File: src/rtl/pipe_pkg.sv
// Shared widths for the inter-stage pipeline bundles so every stage packs its
// control fields identically.
package pipe_pkg;

  localparam int PIPE_DATA_W     = 32;
  localparam int PIPE_CNT_W      = 16;

  // Control-field widths carried alongside the payload at each boundary.
  localparam int CTRL_IF_ID_W    = 1;
  localparam int CTRL_ID_EX_W    = 17;
  localparam int CTRL_EX_MEM_W   = 7;
  localparam int CTRL_MEM_WB_W   = 3;

endpackage

File: src/rtl/pipe_sat_cnt.sv
// Saturating event counter with synchronous clear; clear beats increment.
// Count updates one cycle after inc/clr; no handshake.
module pipe_sat_cnt #(
  parameter int W = 16
) (
  input  logic         clk,
  input  logic         rst,
  input  logic         inc,
  input  logic         clr,
  output logic [W-1:0] cnt
);

  logic [W-1:0] cnt_q, cnt_d;

  always_comb begin
    cnt_d = cnt_q;
    if (clr) begin
      cnt_d = '0;
    end else if (inc && (cnt_q != '1)) begin
      cnt_d = cnt_q + W'(1);
    end
  end

  always_ff @(posedge clk or negedge rst) begin
    if (!rst) begin
      cnt_q <= '0;
    end else begin
      cnt_q <= cnt_d;
    end
  end

  assign cnt = cnt_q;

endmodule

File: src/rtl/pipe_stage_hs.sv
// Valid/ready pipeline register with a skid slot, flush and stall counter.
// Latency 1 cycle; in_ready comes from the skid flop, so backpressure never combs through.
module pipe_stage_hs
  import pipe_pkg::*;
#(
  parameter int DATA_W      = PIPE_DATA_W,
  parameter bit ZERO_BUBBLE = 1'b1,
  parameter int CNT_W       = PIPE_CNT_W
) (
  input  logic              clk,
  input  logic              rst,
  input  logic              in_valid,
  output logic              in_ready,
  input  logic [DATA_W-1:0] in_data,
  output logic              out_valid,
  input  logic              out_ready,
  output logic [DATA_W-1:0] out_data,
  input  logic              flush,
  input  logic              cnt_clr,
  output logic [CNT_W-1:0]  stall_cnt
);

  logic              main_vld_q, main_vld_d;
  logic              skid_vld_q, skid_vld_d;
  logic [DATA_W-1:0] main_dat_q, main_dat_d;
  logic [DATA_W-1:0] skid_dat_q, skid_dat_d;
  logic              in_fire, out_fire;

  assign in_ready  = ~skid_vld_q;
  assign out_valid = main_vld_q;
  assign in_fire   = in_valid & in_ready;
  assign out_fire  = out_valid & out_ready;
  assign out_data  = (ZERO_BUBBLE && !main_vld_q) ? '0 : main_dat_q;

  always_comb begin
    main_vld_d = main_vld_q;
    main_dat_d = main_dat_q;
    skid_vld_d = skid_vld_q;
    skid_dat_d = skid_dat_q;
    if (!main_vld_q || out_fire) begin
      // Skid beat is older than anything on the input, so it drains first.
      if (skid_vld_q) begin
        main_vld_d = 1'b1;
        main_dat_d = skid_dat_q;
        skid_vld_d = 1'b0;
      end else if (in_fire) begin
        main_vld_d = 1'b1;
        main_dat_d = in_data;
      end else begin
        main_vld_d = 1'b0;
      end
    end else if (in_fire) begin
      skid_vld_d = 1'b1;
      skid_dat_d = in_data;
    end
    if (flush) begin
      main_vld_d = 1'b0;
      skid_vld_d = 1'b0;
      main_dat_d = main_dat_q;
      skid_dat_d = skid_dat_q;
    end
  end

  always_ff @(posedge clk or negedge rst) begin
    if (!rst) begin
      main_vld_q <= 1'b0;
      skid_vld_q <= 1'b0;
      main_dat_q <= '0;
      skid_dat_q <= '0;
    end else begin
      main_vld_q <= main_vld_d;
      skid_vld_q <= skid_vld_d;
      main_dat_q <= main_dat_d;
      skid_dat_q <= skid_dat_d;
    end
  end

  pipe_sat_cnt #(
    .W(CNT_W)
  ) u_stall_cnt (
    .clk(clk),
    .rst(rst),
    .inc(main_vld_q & ~out_ready),
    .clr(cnt_clr),
    .cnt(stall_cnt)
  );

endmodule

File: config.mk
export PLATFORM = sky130hd
export DESIGN_NAME = pipe_stage_hs
export DESIGN_NICKNAME = d
export VERILOG_FILES = /design/src/rtl/pipe_pkg.sv /design/src/rtl/pipe_sat_cnt.sv /design/src/rtl/pipe_stage_hs.sv
export SDC_FILE = /design/constraint.sdc
export NUM_CORES = 1
export LEC_CHECK = 0
export BUFFER_PORTS_ARGS = -buffer_cell sky130_fd_sc_hd__buf_2
export CORE_MARGIN = 10
export CORE_UTILIZATION = 50
export CTS_BUF_LIST = sky130_fd_sc_hd__clkbuf_8
export DETAILED_ROUTE_END_ITERATION = 7
export GPL_ROUTABILITY_DRIVEN = 0
export PLACE_DENSITY = 0.82
export SLEW_MARGIN = 40
export SYNTH_ARGS = -nofsm -noshare
export SYNTH_HDL_FRONTEND = slang
export SYNTH_SLANG_ARGS = --single-unit
File: constraint.sdc
create_clock -name clk -period 2.3 [get_ports clk]
set_input_delay 0 -clock clk [delete_from_list [all_inputs] [get_ports clk]]
set_output_delay 0 -clock clk [all_outputs]
set_load 0.05 [all_outputs]
# == Yosys cells after proc, flatten, opt, wreduce, memory -nomap -nowiden ==
# Cells that the tools add are included.
# totals
register_bits,82
latch_bits,0
ram_bits,0
romBits,0
elab_cells,35
memories,0
# op_classes
addsub,1
mul,0
n_div,0
order_cmp,0
n_eq_ne,1
shift,0
muxes,12
bitwise_logic,7
reduce_logical,9
# op_table
operator,count
2-to-1 mux 32 bit,3
2-to-1 mux 16 bit,2
adder 16 x 1 -> 16 bit (second input constant),1
inequality test 16 bit (second input constant),1
2-to-1 mux 1 bit,7
AND reduction 3 bit,2
nonzero test 2 bit,3
NOT 1 bit,4
AND 1 bit,3
nonzero test 3 bit,1
logical AND 1 bit,1
zero test 1 bit,1
logical OR 1 bit,1

# == Longest topological paths before layout ==
# Gate-level depths: netlist (run 1).
# depth
word_depth,6
ltp_mapped,6
mapped_depth_nobuf,5

# == By module ==
# From an unflattened synthesis (run 1), not the netlist that was laid out.
# hier_totals
cells_unflattened,313
area_unflattened_um2,4022.6
# by_module_without_submodules
module,instances,cells_per_inst,area_per_inst_um2
pipe_stage_hs,1,215,3080.5
pipe_sat_cnt,1,98,942.2

# == Worst setup path before layout (run 1) ==
# No wires, ideal clock.
# synth_timing
path_kind,flip-flop to flip-flop
startpoint,reg u_stall_cnt.cnt_q[7] (netlist: u_stall_cnt.cnt[7])
endpoint,reg u_stall_cnt.cnt_q[14] (netlist: u_stall_cnt.cnt[14])
t_arrival_ps,2190
slack_ps,-10
stages_incl_launch_ff,6
path_buffers,1
synth_period_minus_slack_ps,2310
path_cell_list,dfrtp_1 nand4_4 or4_1 buf_2 or4_1 o211a_1
# synth_via
elab_chain_cells,3
elab_cells_between_ends,6
classes_between,add/sub: 1; eq/ne: 1; mux: 2; reduce/logical: 2
# synth_lines
item,line,rtl
start: declaration,pipe_sat_cnt.sv:13,"logic [W-1:0] cnt_q, cnt_d;"
start signal: assignment,pipe_sat_cnt.sv:28,cnt_q <= cnt_d;
adder 16 x 1 -> 16 bit / inequality test 16 bit (equally long branches),"pipe_sat_cnt.sv:20, pipe_sat_cnt.sv:19",
2-to-1 mux 16 bit / logical AND 1 bit (equally long branches),pipe_sat_cnt.sv:19,end else if (inc && (cnt_q != '1)) begin
2-to-1 mux 16 bit / nonzero test 2 bit (equally long branches),--,
# Several ways; a longest one is shown, not always the timed one. The select of a mux whose other input is x is not followed.
# A chain may end at the register's enable or synchronous reset.

# == Worst setup path in the final report (run 1) ==
# layout_timing
startpoint,reg u_stall_cnt.cnt_q[8] (netlist: u_stall_cnt.cnt[8])
endpoint,reg u_stall_cnt.cnt_q[13] (netlist: u_stall_cnt.cnt[13])
# Same word-level chain as after synthesis.

==> results of run 1 <==
## metrics by stage
stage	util, %	area, µm²	cells	setup slack [ps]	hold WS, ps
floorplan	-	3860	354	5.30	-296
global placement	60.4	4450	531	427	8.02
detailed placement	60.4	4450	531	327	15.0
CTS	67.9	5000	579	297	19.4
global route	67.9	5000	579	221	46.3
finish	67.9	5000	579	326	34.7
## metal layers
layer  vias to the layer above  routed length [µm]
met4                         0                  91
li1                       1496                   -
met5                         -                   0
met1                      1514                3940
met2                       103                4690
met3                         9                 662
## state kept, by name (all words and copies together) (netlist names)
register / count
skid_dat_q: 32
out_valid: 1
skid_vld_q: 1
main_dat_q: 32
u_stall_cnt.cnt: 16
## power groups by stage
stage | logic, µW | registers (µW) | clock network (µW)
finish | 742 | 1800 | 1100
global route | 811 | 1830 | 1190
CTS | 752 | 1800 | 1130
detailed placement | 704 | 1830 | 0
global placement | 679 | 1800 | 0
floorplan | 502 | 1800 | 0
## cell families after synthesis
group	share of synthesized area, %
AO/OA/AOI/OAI	7.94
AND/OR/NAND/NOR	17.2
buffers and inverters	2.56
adder cells (fa/ha/maj)	0.324
flip-flops	53.2
multiplexers	18.8
## worst max-delay path, delay by kind of cell (launching register included)
family / cells / cell delay [ps]
AO/OA/AOI/OAI: 2 / 530
buffers and inverters: 1 / 180
AND/OR/NAND/NOR: 2 / 670
flip-flops: 1 / 450
## placed cells by master, fill, tap and decap left out, types with 11 or more instances in the layout
master and count:
nand2_1 11, dlygate4sd3_1 34, mux2_2 35, mux2i_1 33, a21oi_1 40, dfrtp_1 80, buf_4 11, and2_1 32
buf_2 86, nor2_1 39
## what timing repair did
item / in CTS / in global routing
gates resized for setup: 0 / 0
buffers inserted: 0 / 0
hold buffers: 34 / 0
endpoints found under the hold margin: 103 / 0
## path summary, 6_finish.rpt
check                      slack [ps]                      startpoint                               to
max reg2reg                       330  u_stall_cnt.cnt[8]$_DFFE_PN0P_  u_stall_cnt.cnt[13]$_DFFE_PN0P_
min                                30                       out_ready           skid_vld_q$_DFFE_PN0P_
min reg2reg                       510      skid_dat_q[30]$_DFFE_PN0P_       skid_dat_q[30]$_DFFE_PN0P_
max                               330  u_stall_cnt.cnt[8]$_DFFE_PN0P_  u_stall_cnt.cnt[13]$_DFFE_PN0P_
max in group asynchronous        1520                             rst       main_dat_q[15]$_DFFE_PN0P_
min in group asynchronous         180                             rst   u_stall_cnt.cnt[5]$_DFFE_PN0P_
## final cells by class
| type | count | share of cell area (%) |
|---|---|---|
| multi-input cells | 246 | 34.4 |
| clock buffers | 10 | 2.75 |
| well taps | 99 | 2.48 |
| repair buffers | 132 | 17.5 |
| flip-flops and latches | 82 | 41.1 |
| clock inverters | 4 | 1.38 |
| inverters | 6 | 0.450 |
==> summary.md, run 1 <==
| Metric | Value |
|---|---|
| Critical path arrival | `2190 ps` |
| Final worst path period share | `85.8%` |
| Global routing usage on met1 | `19.1%` |
| # diodes | `0` |
| Total Neg Setup Slack | `0 ps` |
| Total vias in the final route | `3122` |
| Routed wire length per instance | `16.2 µm` |
| Peak fanout along the critical path | `7` |
| Chip Height | `108 µm` |
| Avg Inst Size Synth | `10.9 µm²` |
| DR vias/cell | `5.39` |
| Synth Flop Type | `dfrtp_1` |
| Worst-Margin Slew | `597 ps` |
| Mapped Cells | `354` |
| Worst setup EP type | `flop` |
| Initial Util | `52.4%` |
| Sequential cell area fraction in the yosys report | `53.2%` |
| Final Hold Vio Count | `0` |
| Comb pwr share | `20.4%` |
| Achievable Freq | `506 MHz` |
| CTS sink cnt | `82` |
| Fin crit period | `1970 ps` |
| Area delta synth->final | `29.6%` |
| IO Port Bufs | `87` |
| Worst path max stage delay | `530 ps` |
| Share of cells above drive strength 1 | `31.9%` |
| Most common cell in the netlist | `dfrtp_1` |
| Number of remaining DRC errors | `0` |
| Synth warn | `0` |
| Antenna violations before repair | `0` |
| # IOs | `88` |
| Switching power | `1030 µW` |
| R2R cell count | `5` |
| Hold Path Depth | `3` |
| Synth top cells by count | `dfrtp_1, a21oi_1, nor2_1` |
| Status | `completed` |
| CTS H-Tree Depth | `3` |
| Global-route wire length before repair | `15800 µm` |
| Root buffer cell | `clkbuf_8` |
| Switching Fraction | `28.2%` |
| Drt first-iter violations | `115` |
| Crit path required time | `2510 ps` |
| Die ar. | `11600 µm²` |
| NumNets Final | `516` |
| Fin. max-slew vios | `0` |
| Cell variety after synth | `36` |
| Fillers | `551` |
| CP Cell Sequence | `nand4_4 -> or4_1 -> buf_4 -> o311ai_0 -> o41ai_1` |
| Synth top area share | `53.2%` |
| Post-synthesis cell area | `3860 µm²` |
| Total Power | `3640 µW` |
| Setup CP Type | `reg -> reg` |
| Reg area | `2050 µm²` |
| Power density over the cells | `728 nW/µm²` |
| Leak | `0.00225 µW` |
| HPWL after DPL | `6360 µm` |
| Post-synth EDFFs | `0` |
| Synth area leaders | `dfrtp_1, mux2_2, mux2i_1` |
| Grt peak-use layer | `met2` |
| WL final | `9390 µm` |
| Die W | `108 µm` |
| Post-Route Skew | `8.56 ps` |
| Site Rows | `31` |
| Final Setup Violations | `0` |
| TritonCTS clock tree | `yes` |
| Async SR Flop Fraction | `100%` |
| Synth area leader | `dfrtp_1` |
| CTS Buf Count | `9` |
| Routed Antenna Nets | `0` |
| Startpoint types | `flop` |
| RSZ-0062 raised after global routing | `false` |
| Total core area | `7370 µm²` |
| Clock Latency Late Sink | `340 ps` |
| Grt ovf | `0` |
| DRT Pass-1 Iters | `4` |
| Min-Delay Path Class | `in -> reg` |
| Clock Path Buffers | `2` |
| Slowest-stage cell, CP | `or4_1` |
| Multi-input logic area | `1720 µm²` |
| Net count after synthesis | `393` |
| Clk slew on worst S/H paths | `80 ps` |
| Int Power | `2610 µW` |
| Sequential power share | `49.5%` |
| Max Cap Viol | `0` |
| Worst vdd ir | `0.470 mV` |
| Met2 GRT Util | `28.7%` |
| Yosys reg bits | `82` |
| GR Util met3 | `5.39%` |
| Vias in the first global route | `3299` |
| GRT Resource Usage Total | `16.7%` |
| Largest net degree at the start of global routing | `44` |
| Normalized max-slew margin | `59.9%` |
| Clock power share | `30.2%` |
(Power assumes the default switching activity.)
==> run 2: changes to the inputs <==
--- a/config.mk
+++ b/config.mk
@@ -12,6 +12,7 @@
 export DETAILED_ROUTE_END_ITERATION = 7
 export GPL_ROUTABILITY_DRIVEN = 0
 export PLACE_DENSITY = 0.82
+export REMOVE_ABC_BUFFERS = 1
 export SLEW_MARGIN = 40
 export SYNTH_ARGS = -nofsm -noshare
 export SYNTH_HDL_FRONTEND = slang
==> constraint.sdc (replaced) <==
create_clock -name clk -period 2.3 [get_ports clk]
set_input_delay 0.23 -clock clk [delete_from_list [all_inputs] [get_ports clk]]
set_output_delay 0.23 -clock clk [all_outputs]
set_load 0.05 [all_outputs]
==> run 2 against run 1 <==
Against the previous run: register-to-register slack got worse by 50 ps; clock power decreased by 5%; fmax decreased by 2.7%; utilization decreased by 4.8 points; first-iteration DRC count increased by 60%; sequential cell count unchanged; sequential share of layout area increased by 3.1 points; design area decreased by 7.1%; global-route usage decreased by 1.6 points; power decreased by 3.1%; cell count decreased by 6.2%; critical path depth decreased by 1; critical endpoint is now u_stall_cnt.cnt[8]$_DFFE_PN0P_; largest cell class unchanged.
==> summary.md, run 2 (synthesized netlist as in run 1, its figures left out) <==
| Metric | Value |
|---|---|
| Slowest-stage cell, CP | `nor2b_1` |
| Leak | `0.00208 µW` |
| Area delta synth->final | `20.4%` |
| Status | `completed` |
| HP Start | `in_data[20]` |
| Post-Layout Cell Count | `543` |
| Hold EP | `skid_dat_q[20]$_DFFE_PN0P_` |
| Global-route wire length before repair | `14200 µm` |
| Die ar. | `11600 µm²` |
| # IOs | `88` |
| Hold Worst Slack | `127 ps` |
| Sequential power share | `50.8%` |
| Clock power share | `29.5%` |
| GRT Resource Usage Total | `15.1%` |
| Commonest cells after routing, fill and taps aside | `buf_2, dfrtp_1, a21oi_1` |
| Total Power | `3530 µW` |
| Commonest non-fill, non-tap cell in the layout | `buf_2` |
| Post-CTS Resized | `0` |
| PnR worst setup slack | `272 ps` |
| Clock Latency Late Sink | `340 ps` |
| CTS Buf Count | `9` |
| Worst setup EP type | `flop` |
| Total vias in the final route | `2945` |
| HPWL after DPL | `6220 µm` |
| Worst vdd ir | `0.498 mV` |
| Int Power | `2480 µW` |
| Root buffer cell | `clkbuf_8` |
| Switching power | `1050 µW` |
| Clk slew on worst S/H paths | `90 ps` |
| Final Setup Violations | `0` |
| Peak fanout along the critical path | `11` |
| Switching Fraction | `29.7%` |
| # diodes | `0` |
| Final Hold Vio Count | `0` |
| Initial Util | `52.4%` |
| CTS sink cnt | `82` |
| CP Cell Sequence | `nor2b_1 -> nand2_1 -> nor4b_1 -> mux2_2` |
| Crit path required time | `2530 ps` |
| Worst path max stage delay | `430 ps` |
| Hold Path Depth | `2` |
| Achievable Freq | `493 MHz` |
| Min-Delay Path Class | `in -> reg` |
| Share of cells above drive strength 1 | `33.8%` |
| Final worst path period share | `88.2%` |
| Fin. max-slew vios | `0` |
| Antenna violations before repair | `0` |
| Post-CTS Setup Bufs | `0` |
| DRT Pass-1 Iters | `4` |
| Power density over the cells | `760 nW/µm²` |
| Critical R2R Capture | `u_stall_cnt.cnt[8]$_DFFE_PN0P_` |
| Chip Height | `108 µm` |
| Pre-CTS setup slack | `287 ps` |
| Normalized max-slew margin | `58.3%` |
| Number of remaining DRC errors | `0` |
| Reg2reg start | `out_valid$_DFFE_PN0N_` |
| Setup CP Type | `reg -> reg` |
| Critical path arrival | `2260 ps` |
| DR vias/cell | `5.42` |
| Drt first-iter violations | `184` |
| R2r setup slk | `270 ps` |
| Largest net degree at the start of global routing | `65` |
| RSZ-0062 raised after global routing | `false` |
| Startpoint types | `flop` |
| NumNets Final | `479` |
| Grt ovf | `0` |
| R2R cell count | `4` |
| Fin crit period | `2030 ps` |
| Clock Path Buffers | `2` |
| Max Cap Viol | `0` |
| CTS H-Tree Depth | `3` |
| Worst-Margin Slew | `620 ps` |
| Total Neg Setup Slack | `0 ps` |
| Post-Route Skew | `11.2 ps` |
| Routed Antenna Nets | `0` |
| Post-placement cell count | `527` |
| Vias in the first global route | `2924` |
| Total core area | `7370 µm²` |
| Comb pwr share | `19.6%` |
| Routed wire length per instance | `16.3 µm` |
| Top delay family on crit path | `simple AND/OR/NAND/NOR gates` |
| CP Buf/Inv Count | `0` |
| Die W | `108 µm` |
| WL final | `8850 µm` |
| TritonCTS clock tree | `yes` |
| IO Port Bufs | `87` |
| Site Rows | `31` |
run 2: cell types whose count changed in the layout (fill, tap and decap cells not counted):
cell / before / now
clkinv_2: 1 / 0
clkinvlp_4: 0 / 2
dfrtp_2: 2 / 1
buf_4: 11 / 6
inv_6: 0 / 1
dlygate4sd3_1: 34 / 1
buf_12: 1 / 2
inv_1: 7 / 6
bufinv_16: 2 / 1
dfrtp_1: 80 / 81
clkinv_4: 0 / 1
run 2: through the flow:
stage               util, %  area [µm²]
detailed placement     60.2        4440
global placement       60.2        4440
global route           63.0        4650
floorplan                 -        3780
CTS                    63.0        4650
finish                 63.0        4650
run 2: what timing repair did:
action / CTS / global route
hold endpoints to repair: 32 / 0
endpoints found under the setup margin: 0 / 0
hold buffers: 1 / 0
run 2: final cells by class:
type                       count  area (µm²)
sequential                    82        2050
inverter                       6        22.5
clock buffer                  10         138
multi-input combinational    246        1720
timing repair buffer          95         526
fill                         584        2720
clock inverter                 5        62.6
tap                           99         124
run 2: layer usage:
metal | vias up | share of wire (%) | GRT usage (%)
met4 | 0 | 2.1 | 6.87
li1 | 1422 | - | -
met1 | 1424 | 41 | 17.2
met2 | 82 | 52 | 26.3
met5 | - | 0 | 0
met3 | 17 | 5.5 | 3.41
run 2: power by group through the flow:
| stage | combinational [µW] | clock [µW] | sequential [µW] |
|---|---|---|---|
| 6_report | 693 | 1040 | 1800 |
| 5_1_grt | 761 | 1120 | 1820 |
| 4_1_cts | 707 | 1080 | 1790 |
| 3_5_place_dp | 704 | 0 | 1820 |
| 3_3_place_gp | 679 | 0 | 1800 |
| 2_1_floorplan | 489 | 0 | 1810 |
run 2: worst max path at each step:
stage / from / to / slack, ps / depth (start not counted)
2_1_floorplan: skid_vld_q$_DFFE_PN0P_ / main_dat_q[0]$_DFFE_PN0P_ / -1370 / 3
3_3_place_gp: out_ready / u_stall_cnt.cnt[14]$_DFFE_PN0P_ / 360 / 5
3_5_place_dp: out_ready / u_stall_cnt.cnt[8]$_DFFE_PN0P_ / 290 / 5
4_1_cts: out_valid$_DFFE_PN0N_ / u_stall_cnt.cnt[8]$_DFFE_PN0P_ / 290 / 4
5_1_grt: out_valid$_DFFE_PN0N_ / u_stall_cnt.cnt[8]$_DFFE_PN0P_ / 90 / 4
6_report: out_valid$_DFFE_PN0N_ / u_stall_cnt.cnt[8]$_DFFE_PN0P_ / 270 / 4
==> run 3: changes to the inputs <==
--- a/config.mk
+++ b/config.mk
@@ -11,6 +11,7 @@
 export CTS_BUF_LIST = sky130_fd_sc_hd__clkbuf_8
 export DETAILED_ROUTE_END_ITERATION = 7
 export GPL_ROUTABILITY_DRIVEN = 0
+export GPL_TIMING_DRIVEN = 0
 export PLACE_DENSITY = 0.82
 export REMOVE_ABC_BUFFERS = 1
 export SLEW_MARGIN = 40
==> run 3 against run 2 <==
Against the previous run: register-to-register slack worse by 130 ps; routed wire length is 0.47% lower; non-clock buffer count stayed put.
==> summary.md, run 3 (synthesized netlist as in run 1, its figures left out) <==
| Metric | Value |
|---|---|
| Initial Util | `52.4%` |
| R2R cell count | `4` |
| Clock Path Buffers | `2` |
| Critical path arrival | `2380 ps` |
| Grt peak-use layer | `met2` |
| TritonCTS clock tree | `yes` |
| Die W | `108 µm` |
| Total Neg Setup Slack | `0 ps` |
| Min-Delay Path Class | `in -> reg` |
| # diodes | `0` |
| CTS H-Tree Depth | `3` |
| Global routing usage on met1 | `17.6%` |
| CTS Buf Count | `9` |
| Largest net degree at the start of global routing | `58` |
| Clock Latency Late Sink | `340 ps` |
| CP Cell Sequence | `nor2b_4 -> nand2_1 -> or4_1 -> o211a_1` |
| Top delay family on crit path | `simple AND/OR/NAND/NOR gates` |
| Total vias in the final route | `2934` |
| Leak | `0.00211 µW` |
| Routed wire length per instance | `16.2 µm` |
| Die ar. | `11600 µm²` |
| Total Power | `3590 µW` |
| Setup CP Type | `reg -> reg` |
| CP Buf/Inv Count | `0` |
| Site Rows | `31` |
| Comb pwr share | `19.2%` |
| Final Hold Vio Count | `0` |
| Routed Antenna Nets | `0` |
| Antenna violations before repair | `0` |
| Final worst path period share | `93.8%` |
| Chip Height | `108 µm` |
| CTS sink cnt | `82` |
| Peak fanout along the critical path | `36` |
| IO Port Bufs | `87` |
| Sequential power share | `50.3%` |
| Number of remaining DRC errors | `0` |
| Vias in the first global route | `2919` |
| Slowest-stage cell, CP | `dfrtp_4` |
| Switching power | `1040 µW` |
| Post-placement cell count | `527` |
| Root buffer cell | `clkbuf_8` |
| WL final | `8810 µm` |
| Worst-Margin Slew | `656 ps` |
| Commonest non-fill, non-tap cell in the layout | `buf_2` |
| Global-route wire length before repair | `14300 µm` |
| Total core area | `7370 µm²` |
| NumNets Final | `479` |
| Final Setup Violations | `0` |
| Startpoint types | `flop` |
| Worst path max stage delay | `640 ps` |
| Clk slew on worst S/H paths | `80 ps` |
| Area delta synth->final | `22.0%` |
| Max Cap Viol | `0` |
| Power density over the cells | `762 nW/µm²` |
| Post-Route Skew | `11.2 ps` |
| Fin crit period | `2160 ps` |
| Commonest cells after routing, fill and taps aside | `buf_2, dfrtp_1, a21oi_1` |
| Switching Fraction | `28.9%` |
| Achievable Freq | `464 MHz` |
| Drt first-iter violations | `148` |
| Grt ovf | `0` |
| Met2 GRT Util | `26.4%` |
| Crit path required time | `2520 ps` |
| Fin. max-slew vios | `0` |
| DRT Pass-1 Iters | `4` |
| Int Power | `2550 µW` |
| Hold Path Depth | `2` |
| DR vias/cell | `5.39` |
| GRT Resource Usage Total | `15.1%` |
| Status | `completed` |
| Share of cells above drive strength 1 | `34.4%` |
| Clock power share | `30.5%` |
| Post-Layout Cell Count | `544` |
| Normalized max-slew margin | `55.9%` |
| # IOs | `88` |
| GR Util met3 | `3.47%` |
| HPWL after DPL | `6400 µm` |
| Worst vdd ir | `0.417 mV` |
| Worst setup EP type | `flop` |
| Levels on crit path | `4` |
run 3: worst register-to-register path, cell delays in order, from the launching register on:
cell and delay (ps):
dfrtp_4 640, nor2b_4 340, nand2_1 280, or4_1 580, o211a_1 220
run 3: path summary, 6_finish.rpt:
check	startpoint	to	slack, ps
setup / recovery	out_valid$_DFFE_PN0N_	u_stall_cnt.cnt[14]$_DFFE_PN0P_	140
hold / removal	in_data[21]	skid_dat_q[21]$_DFFE_PN0P_	130
setup reg to reg	out_valid$_DFFE_PN0N_	u_stall_cnt.cnt[14]$_DFFE_PN0P_	140
hold reg to reg	skid_dat_q[14]$_DFFE_PN0P_	skid_dat_q[14]$_DFFE_PN0P_	510
max in group asynchronous	rst	out_valid$_DFFE_PN0N_	1390
min in group asynchronous	rst	skid_dat_q[6]$_DFFE_PN0P_	340
run 3: metal layers:
layer / share of wire [%] / wire length, µm
met1: 42 / 3670
met2: 51 / 4450
met3: 5.9 / 519
met4: 1.9 / 166
met5: 0 / 0
run 3: final cells by class:
| class | count | area, µm² |
|---|---|---|
| Fill cell | 597 | 2660 |
| Sequential cell | 82 | 2060 |
| Multi-Input combinational cell | 246 | 1740 |
| Timing Repair Buffer | 95 | 556 |
| Clock buffer | 12 | 165 |
| Tap cell | 99 | 124 |
| Clock inverter | 4 | 48.8 |
| Inverter | 6 | 22.5 |
run 3: power groups by stage:
stage,Combinational (µW),Sequential [µW],Clock [µW]
2_1_floorplan,489,1810,0
3_3_place_gp,652,1820,0
3_5_place_dp,698,1840,0
4_1_cts,702,1810,1110
5_1_grt,758,1840,1180
6_report,691,1800,1090
run 3: timing repair:
action	CTS	global route
hold endpoints to repair	25	0
endpoints found under the setup margin	39	4
hold buffers	1	0
setup buffers	0	0
gates cloned	0	0
resized for setup	2	1
run 3: metrics by stage:
stage / hold slack [ps] / setup WS, ps / cell area, µm² / util (%)
2_1_floorplan: -65.6 / -1370 / 3780 / -
3_3_place_gp: 452 / -2750 / 4340 / 58.9
3_5_place_dp: 113 / -298 / 4480 / 60.7
4_1_cts: 116 / 10.6 / 4710 / 63.9
5_1_grt: 118 / -3.80 / 4710 / 63.9
6_report: 132 / 143 / 4710 / 63.9
